[src/rtl/buf_sched_pkg.sv]
// Shared definitions for the packet buffer scheduler: FSM encoding, RAM mux
// selection and size defaults.
package buf_sched_pkg;

  localparam int unsigned RAM_WIDTH_DEF     = 8;
  localparam int unsigned RAM_ADDR_BITS_DEF = 11;
  localparam int unsigned CK_TIMEOUT_DEF    = 5000;
  // Two bytes are reserved after the payload for the checksum.
  localparam int unsigned MAX_LEN_DEF       = (1 << RAM_ADDR_BITS_DEF) - 2;

  typedef enum logic [2:0] {
    ST_IDLE     = 3'd0,
    ST_LENCHK   = 3'd1,
    ST_CK_START = 3'd2,
    ST_CK_RUN   = 3'd3,
    ST_CK_DRAIN = 3'd4,
    ST_TX       = 3'd5
  } state_t;

  function automatic logic [31:0] max_len(input int unsigned addr_bits);
    return (32'd1 << addr_bits) - 32'd2;
  endfunction

endpackage

[src/rtl/buf_sched_mux.sv]
// Three-way selection of the shared single-port RAM between receive, the
// checksum engine and transmit, decoded from the registered FSM state.
module buf_sched_mux
  import buf_sched_pkg::*;
#(
  parameter int unsigned RAM_WIDTH     = RAM_WIDTH_DEF,
  parameter int unsigned RAM_ADDR_BITS = RAM_ADDR_BITS_DEF
) (
  input  state_t                   i_state,
  input  logic                     i_rx_we,
  input  logic [RAM_ADDR_BITS-1:0] i_rx_addr,
  input  logic [RAM_WIDTH-1:0]     i_rx_data,
  input  logic                     i_scs_we,
  input  logic [RAM_ADDR_BITS-1:0] i_scs_addr,
  input  logic [RAM_WIDTH-1:0]     i_scs_data,
  input  logic [RAM_ADDR_BITS-1:0] i_tx_addr,
  output logic                     o_ram_we,
  output logic [RAM_ADDR_BITS-1:0] o_ram_addr,
  output logic [RAM_WIDTH-1:0]     o_ram_din
);

  always_comb begin
    o_ram_we   = 1'b0;
    o_ram_addr = '0;
    o_ram_din  = '0;
    case (i_state)
      ST_IDLE: begin
        o_ram_we   = i_rx_we;
        o_ram_addr = i_rx_addr;
        o_ram_din  = i_rx_data;
      end
      // Drain keeps the engine's port so its last write still lands.
      ST_CK_RUN, ST_CK_DRAIN: begin
        o_ram_we   = i_scs_we;
        o_ram_addr = i_scs_addr;
        o_ram_din  = i_scs_data;
      end
      ST_TX: begin
        o_ram_addr = i_tx_addr;
      end
      default: ;
    endcase
  end

endmodule

[src/rtl/buf_sched.sv]
// Single-buffer packet scheduler: receive -> length check -> checksum pass ->
// transmit, with sticky error flags and a released-packet counter.
module buf_sched
  import buf_sched_pkg::*;
#(
  parameter int unsigned RAM_WIDTH     = RAM_WIDTH_DEF,
  parameter int unsigned RAM_ADDR_BITS = RAM_ADDR_BITS_DEF,
  parameter int unsigned CK_TIMEOUT    = CK_TIMEOUT_DEF
) (
  input  logic                     clock,
  input  logic                     reset_n,
  output logic                     rx_ready,
  input  logic                     rx_we,
  input  logic [RAM_ADDR_BITS-1:0] rx_addr,
  input  logic [RAM_WIDTH-1:0]     rx_data,
  input  logic                     rx_done,
  input  logic [15:0]              rx_len,
  output logic                     scs_reset,
  output logic                     scs_mem_ready,
  output logic [15:0]              scs_payload_len,
  input  logic                     scs_work_complete,
  input  logic                     scs_we,
  input  logic [RAM_ADDR_BITS-1:0] scs_addr,
  input  logic [RAM_WIDTH-1:0]     scs_data,
  output logic                     tx_valid,
  output logic [15:0]              tx_len,
  input  logic [RAM_ADDR_BITS-1:0] tx_addr,
  input  logic                     tx_done,
  output logic                     ram_we,
  output logic [RAM_ADDR_BITS-1:0] ram_addr,
  output logic [RAM_WIDTH-1:0]     ram_din,
  output logic                     err_len,
  output logic                     err_timeout,
  output logic                     err_overrun,
  output logic [15:0]              pkt_count,
  output logic [2:0]               dbg_state
);

  localparam int unsigned     CNT_W    = $clog2(CK_TIMEOUT + 1);
  localparam logic [CNT_W-1:0] CNT_LAST = CNT_W'(CK_TIMEOUT - 1);

  state_t           r_state;
  state_t           w_next_state;
  logic [15:0]      r_len;
  logic [CNT_W-1:0] r_cnt;
  logic             r_err_len;
  logic             r_err_timeout;
  logic             r_err_overrun;
  logic [15:0]      r_pkt_count;
  logic             w_len_bad;
  logic             w_timeout;

  assign w_len_bad = {16'd0, r_len} > max_len(RAM_ADDR_BITS);
  // Completion in the same cycle as the last allowed count takes priority.
  assign w_timeout = (r_state == ST_CK_RUN) && !scs_work_complete && (r_cnt == CNT_LAST);

  always_ff @(posedge clock or negedge reset_n) begin
    if (!reset_n) r_state <= ST_IDLE;
    else          r_state <= w_next_state;
  end

  always_comb begin
    w_next_state = r_state;
    case (r_state)
      ST_IDLE:     if (rx_done) w_next_state = ST_LENCHK;
      ST_LENCHK:   w_next_state = w_len_bad ? ST_IDLE : ST_CK_START;
      ST_CK_START: w_next_state = ST_CK_RUN;
      ST_CK_RUN: begin
        if (scs_work_complete) w_next_state = ST_CK_DRAIN;
        else if (w_timeout)    w_next_state = ST_IDLE;
      end
      ST_CK_DRAIN: w_next_state = ST_TX;
      ST_TX:       if (tx_done) w_next_state = ST_IDLE;
      default:     w_next_state = ST_IDLE;
    endcase
  end

  always_comb begin
    rx_ready      = 1'b0;
    scs_reset     = 1'b1;
    scs_mem_ready = 1'b0;
    tx_valid      = 1'b0;
    case (r_state)
      ST_IDLE:     rx_ready = 1'b1;
      ST_CK_START, ST_CK_RUN: begin
        scs_reset     = 1'b0;
        scs_mem_ready = 1'b1;
      end
      ST_TX:       tx_valid = 1'b1;
      default: ;
    endcase
  end

  always_ff @(posedge clock or negedge reset_n) begin
    if (!reset_n) begin
      r_len         <= '0;
      r_cnt         <= '0;
      r_err_len     <= 1'b0;
      r_err_timeout <= 1'b0;
      r_err_overrun <= 1'b0;
      r_pkt_count   <= '0;
    end else begin
      if (r_state == ST_IDLE && rx_done) r_len <= rx_len;
      if (r_state == ST_CK_START)    r_cnt <= '0;
      else if (r_state == ST_CK_RUN) r_cnt <= r_cnt + CNT_W'(1);
      if (r_state != ST_IDLE && rx_done)    r_err_overrun <= 1'b1;
      if (r_state == ST_LENCHK && w_len_bad) r_err_len    <= 1'b1;
      if (w_timeout)                         r_err_timeout <= 1'b1;
      if (r_state == ST_TX && tx_done)       r_pkt_count  <= r_pkt_count + 16'd1;
    end
  end

  assign scs_payload_len = r_len;
  assign tx_len          = r_len + 16'd2;
  assign err_len         = r_err_len;
  assign err_timeout     = r_err_timeout;
  assign err_overrun     = r_err_overrun;
  assign pkt_count       = r_pkt_count;
  assign dbg_state       = r_state;

  buf_sched_mux #(
    .RAM_WIDTH    (RAM_WIDTH),
    .RAM_ADDR_BITS(RAM_ADDR_BITS)
  ) u_mux (
    .i_state   (r_state),
    .i_rx_we   (rx_we),
    .i_rx_addr (rx_addr),
    .i_rx_data (rx_data),
    .i_scs_we  (scs_we),
    .i_scs_addr(scs_addr),
    .i_scs_data(scs_data),
    .i_tx_addr (tx_addr),
    .o_ram_we  (ram_we),
    .o_ram_addr(ram_addr),
    .o_ram_din (ram_din)
  );

endmodule

[config.mk]
export PLATFORM = sky130hd
export DESIGN_NAME = buf_sched
export DESIGN_NICKNAME = d
export VERILOG_FILES = /design/src/rtl/buf_sched_pkg.sv /design/src/rtl/buf_sched_mux.sv /design/src/rtl/buf_sched.sv
export SDC_FILE = /design/constraint.sdc
export NUM_CORES = 1
export LEC_CHECK = 0
export CORE_ASPECT_RATIO = 0.8
export CORE_UTILIZATION = 35
export DETAILED_ROUTE_END_ITERATION = 8
export PLACE_DENSITY = 0.7
export SYNTH_ARGS = -nofsm -noshare
export SYNTH_HDL_FRONTEND = slang
export SYNTH_SLANG_ARGS = --single-unit
export TNS_END_PERCENT = 1
[constraint.sdc]
create_clock -name clock -period 2.8 [get_ports clock]
set_clock_uncertainty 0.1 [all_clocks]
set_input_delay 0.7 -clock clock [delete_from_list [all_inputs] [get_ports clock]]
set_output_delay 0.7 -clock clock [all_outputs]
set_load 0.02 [all_outputs]
### After elaboration in Yosys (flattened, before gate mapping)

Cells that the tools add are included.

* equal/unequal tests: 9
* reduce and logical (&&, ||, !) cells: 13
* mux-type cells: 15
* order comparisons: 1
* $add $sub $neg: 3

Operators with widths (number)
* 11-bit one-hot mux with 3 select lines: 1
* 13-bit two-way mux: 2
* 3-bit one-hot mux with 6 select lines: 1
* 16-bit by 1-bit adder with 16-bit output, second input constant: 1
* 16-bit by 2-bit adder with 16-bit output, second input constant: 1
* 16-bit by 11-bit > comparator with 1-bit output, second input constant: 1
* 8-bit one-hot mux with 2 select lines: 1
* 13-bit by 1-bit adder with 13-bit output, second input constant: 1
* 13-bit equality test, second input constant: 1
* 3-bit two-way mux: 4
* 3-bit by 2-bit equality test with 1-bit output, second input constant: 2
* 3-bit equality test, second input constant: 2
* 1-bit logical AND: 6
* 1-bit two-way mux: 4
* 2-bit != test, second input constant: 2
* 2-bit OR reduction: 2
* 3-bit by 1-bit equality test with 1-bit output, second input constant: 1
* 3-bit logical NOT: 1
* 3-bit != test, second input constant: 1
* 3-bit AND reduction: 1
* 3-bit nonzero test: 1
* 2-bit two-way mux: 1
* 1-bit one-hot mux with 2 select lines: 1
* 2-bit nonzero test: 1
* 1-bit logical NOT: 1

* register bits: 51
* output and inout port bits: 78
* logic and storage cells: 48

### Longest topological paths before layout

* depth after elaboration: 6
* mapped depth: 7

### Cells and area by module

From an unflattened synthesis, not the netlist that was laid out.

* cells, all modules: 338
* area total of the unflattened synthesis: 3325.7 sq um

By module, submodules not included
* buf_sched: area an instance 2570.0 sq um, seq. area each 1276.2 sq um, times used 1, cells each 250
* buf_sched_mux: area an instance 755.7 sq um, seq. area each 0.0 sq um, times used 1, cells each 88

### Least setup slack after synthesis

Ideal clock, no wire load.

* path type: register to output
* start point: register r_state[2], in the netlist dbg_state[2]
* end point: output ram_addr[7]
* cell stages (with the launch flop): 5
* path buffers: 2
* path slack: 0.378 ns
* arrival: 1.622 ns
* cell sequence: dfrtp_1 buf_4 buf_2 mux2i_1 o21ai_0

* longest elaborated chain between the ends: 3

RTL lines
* from (decl): RTL line buf_sched.sv:42 `state_t r_state;`
* from (signal assigned): RTL line buf_sched.sv:59 `else r_state <= w_next_state;`
* 3-bit by 2-bit equality test with 1-bit output / 3-bit equality test (equally long branches): RTL line buf_sched_mux.sv:26 `case (i_state)`
* 2-bit OR reduction: RTL line buf_sched_mux.sv:26
* 11-bit one-hot mux with 3 select lines *: RTL line buf_sched_mux.sv:26
* to (decl): RTL line buf_sched.sv:30 `output logic [RAM_ADDR_BITS-1:0] ram_addr,`

Mark *: on every way between the ends. The rest lies on a longest branch, timed or not.

### Worst setup path after layout

* start point: input scs_addr[6]
* end point: output ram_addr[6]

* longest elaborated chain between the ends: 1

RTL lines
* from (decl): RTL line buf_sched.sv:23 `input logic [RAM_ADDR_BITS-1:0] scs_addr,`
* 11-bit one-hot mux with 3 select lines: RTL line buf_sched_mux.sv:26

No other way between the ends.

==> impl_results.md <==
- Result of the run: finished, final reports clean
- Antenna violations before repair: 0
- # setup viols final: 0
- Sum of internal, switching and leakage power: 4.84 mW
- Min setup slack post-route: 0.113 ns
- Number of hold-slack violations in the final timing report: 0
- Cell area after synthesis: 3170 um^2
- Count of pins over their slew limit: 0
- Clock transition at path regs: 0.07 ns
- HPWL after DPL: 6.69 mm
- Row cnt: 30
- CTS tree: done
- Maximum count of clock buffers along a single path: 2
- Endpoint type of the worst setup path: output port
- Peak Freq: 372 MHz
- Via count: 3046
- Count of H-tree levels built during CTS: 2
- Number of antenna-violating nets in the routed design: 0
- Cells after DPL: 580
- Core Util, Final: 0.570
- Period utilisation layout: 0.960
- Weighted congestion reported at the end of routability-driven placement: 0.830
- Count of input and output buffers: 149
- Sequential cell area fraction in the yosys report: 0.402
- # IOs: 150
- Async set-reset flop share out of synthesis: 1.00
- Setup Buffers After CTS: 0
- Total global routing overflow: 0
- Syn avg cell area: 9.80 um^2
- Post-synth net total: 399
- Critical path start-end classification: primary input to output port
- Filler cell count: 775
- Per-cell via count in the routed design: 5.18
- Largest net degree at the start of global routing: 30
- Standby leakage power: 2.07 nW
- Total clock sinks: 51
- Total Neg Setup Slack: 0 ns
- Total wire length: 8.50 mm
- Peak ir drop on the vdd network: 569 uV
- Number of cells produced by synthesis: 324
- Startpoint of the worst setup timing path: scs_addr[6]
- Drt first-iter violations: 106
- Reg2Reg Depth: 5
- Flip-flop and latch count after synthesis: 51
- Number of buffers added by the clock tree synthesis step: 5
- Worst slack at placement: -0.160 ns
- Worst hold margin: 0.332 ns
- Terminus of the critical flop-to-flop path: r_cnt[12]$_DFFE_PN0N_
- Data required time at the worst endpoint: 2.00 ns
- Minimum setup slack among reg-to-reg paths: 0.77 ns
- Insertion delay to the later sink of the worst-skew pair: 0.29 ns
- Worst slew slack as a fraction of its limit: 0.560
- DRC errors left: 0
- Wire length of the first global-routing pass: 13.8 mm
- Library cells used by synthesis: 47
- Nets: 550
- Cell area power density: 984 nW/um^2
- Detailed-router iteration count before antenna repair: 4
- Standard cell area after detailed placement: 4790 um^2
- Std-Cell Core Area: 8630 um^2
- Endpoint of the worst setup timing path: ram_addr[6]
- Post-route cell area: 4920 um^2
- Kind of start point of the critical path: primary input
- Vertical die dimension: 87.2 um
- Via count of the first global-routing pass: 2989
- Floorplan die area: 9460 um^2
- Max FO, Critical Path: 2
- Top cell type by total area after synthesis: sky130_fd_sc_hd__dfrtp_1
- Detailed-route wire length per cell: 14.5 um
- Flip-flop cell with the highest count after synthesis: sky130_fd_sc_hd__dfrtp_1
- Synth area leaders: sky130_fd_sc_hd__dfrtp_1, sky130_fd_sc_hd__mux2i_1, sky130_fd_sc_hd__nand2_1
- EDFF count, synth: 0
- Setup repair after global routing missed its margin: false
- Period minus WS final: 2.69 ns
- Clock root cell: sky130_fd_sc_hd__clkbuf_16
- Share of cells above drive strength 1: 0.109
- P&R area growth vs syn: 55.1%
- Non-filler instance count after layout: 588
- Yosys warning count: 0
- Launch instance of the worst register-to-register path: r_cnt[0]$_DFFE_PN0N_
- Die width: 108 um
- Max capacitance violation total: 0
- Type of the most critical hold path: primary input to async pin
- Area share of the largest cell type after synthesis: 0.402
- Global Route Usage Sum: 0.187
- Number of antenna diodes: 0
- Critical path data arrival time: 1.89 ns
- Tightest Pin Transition: 0.660 ns
- Effective utilization at floorplan: 0.368
-- power by group --
group          internal (mW)  leakage [nW]  switching (mW)  total [mW]
Sequential             0.926         0.651           0.248        1.17
Clock                  0.341        0.0759           0.281       0.622
Combinational           1.44          1.35            1.61        3.05
-- final cells by class --
type | count | area (um^2) | share of cell area
clock buffers | 5 | 125 | 0.0254
clock inverters | 3 | 28.8 | 0.00585
inverters | 4 | 17.5 | 0.00356
multi-input cells | 251 | 1780 | 0.362
flip-flops and latches | 51 | 1280 | 0.259
well taps | 112 | 140 | 0.0285
repair buffers | 162 | 1550 | 0.315
-- worst min path at each step --
stage | end | cells past startpoint
finish | pkt_count[8]$_DFFE_PN0P_ | 1
global route | pkt_count[8]$_DFFE_PN0P_ | 1
CTS | pkt_count[8]$_DFFE_PN0P_ | 1
detailed placement | err_overrun$_DFFE_PN0P_ | 1
global placement | err_overrun$_DFFE_PN0P_ | 1
floorplan | dbg_state[0]$_DFFE_PN0P_ | 0
-- flip-flops by register name, indices dropped and copies added (netlist names) --
signal and flops:
scs_payload_len 16, pkt_count 16, err_timeout 1, dbg_state 3, r_cnt 13, err_len 1, err_overrun 1
-- cell usage in the layout (no fill, tap or decap), types with 2 or more instances in the layout --
cell type                         Yosys  final
sky130_fd_sc_hd__xnor2_1             19     19
sky130_fd_sc_hd__and3_1               5      5
sky130_fd_sc_hd__o21ai_0             30     30
sky130_fd_sc_hd__clkdlybuf4s50_1      0    119
sky130_fd_sc_hd__nand2_1             51     51
sky130_fd_sc_hd__o21a_1               2      2
sky130_fd_sc_hd__mux2_4               8      8
sky130_fd_sc_hd__nor3_1               3      3
sky130_fd_sc_hd__ha_1                 3      3
sky130_fd_sc_hd__clkbuf_16            0      5
sky130_fd_sc_hd__mux2i_1             21     21
sky130_fd_sc_hd__nor4b_1              2      2
sky130_fd_sc_hd__inv_1                3      3
sky130_fd_sc_hd__buf_4                3     13
sky130_fd_sc_hd__mux2_2               9      9
sky130_fd_sc_hd__or4_1                2      2
sky130_fd_sc_hd__dlygate4sd2_1        0     27
sky130_fd_sc_hd__nand2b_1             2      2
sky130_fd_sc_hd__nand4_1              7      7
sky130_fd_sc_hd__dfrtp_1             51     51
sky130_fd_sc_hd__clkinv_4             0      2
sky130_fd_sc_hd__a21o_1               2      2
sky130_fd_sc_hd__a22o_1              18     18
sky130_fd_sc_hd__nor2_1              13     12
sky130_fd_sc_hd__xor2_1              11     11
sky130_fd_sc_hd__nor4_1               8      8
sky130_fd_sc_hd__nand3_1             15     15
-- routing by layer --
layer,GRT usage,vias up,share of wire
met5,0,-,0
met4,0.0762,0,0.026
met3,0.0583,17,0.079
met2,0.307,125,0.46
met1,0.228,1430,0.44
li1,-,1474,-
-- worst max-delay path, cell delays in order --
cell and delay (ns):
sky130_fd_sc_hd__clkdlybuf4s50_1 0.47, sky130_fd_sc_hd__mux2i_1 0.07, sky130_fd_sc_hd__o21ai_0 0.27, sky130_fd_sc_hd__dlygate4sd2_1 0.38
-- cell usage after synthesis (2+ instances only) --
cell type	n
sky130_fd_sc_hd__nor4_1	8
sky130_fd_sc_hd__xor2_1	11
sky130_fd_sc_hd__clkbuf_1	5
sky130_fd_sc_hd__a22o_1	18
sky130_fd_sc_hd__buf_2	7
sky130_fd_sc_hd__nand2_1	51
sky130_fd_sc_hd__or4_1	2
sky130_fd_sc_hd__mux2_2	9
sky130_fd_sc_hd__nand2b_1	2
sky130_fd_sc_hd__inv_1	3
sky130_fd_sc_hd__buf_4	3
sky130_fd_sc_hd__nand4_1	7
sky130_fd_sc_hd__ha_1	3
sky130_fd_sc_hd__a21o_1	2
sky130_fd_sc_hd__mux2_4	8
sky130_fd_sc_hd__nor3_1	3
sky130_fd_sc_hd__xnor2_1	19
sky130_fd_sc_hd__and2_1	2
sky130_fd_sc_hd__o21a_1	2
sky130_fd_sc_hd__mux2i_1	21
sky130_fd_sc_hd__buf_6	2
sky130_fd_sc_hd__and3_1	5
sky130_fd_sc_hd__nor4b_1	2
sky130_fd_sc_hd__nor2_1	13
sky130_fd_sc_hd__dfrtp_1	51
sky130_fd_sc_hd__nand3_1	15
sky130_fd_sc_hd__o21ai_0	30
-- cell families after synthesis --
kind of cell,after synthesis,synth area share
DFF,51,0.402
muxes,38,0.136
AOI/OAI and AO/OA,59,0.126
xor gates and xnor gates,30,0.0828
buffers and inverters,22,0.0382
and+or+nand+nor,121,0.203
adders and majority gates,3,0.0118
-- timing repair --
| action | 4_1_cts | 5_1_grt |
|---|---|---|
| hold endpoints to repair | 0 | 0 |
| endpoints found under the setup margin | 28 | 2 |
| gates resized for setup | 31 | 2 |
| gates cloned | 0 | 0 |
| hold buffers | 0 | 0 |
No activity file was read; power rests on OpenSTA's default activity.
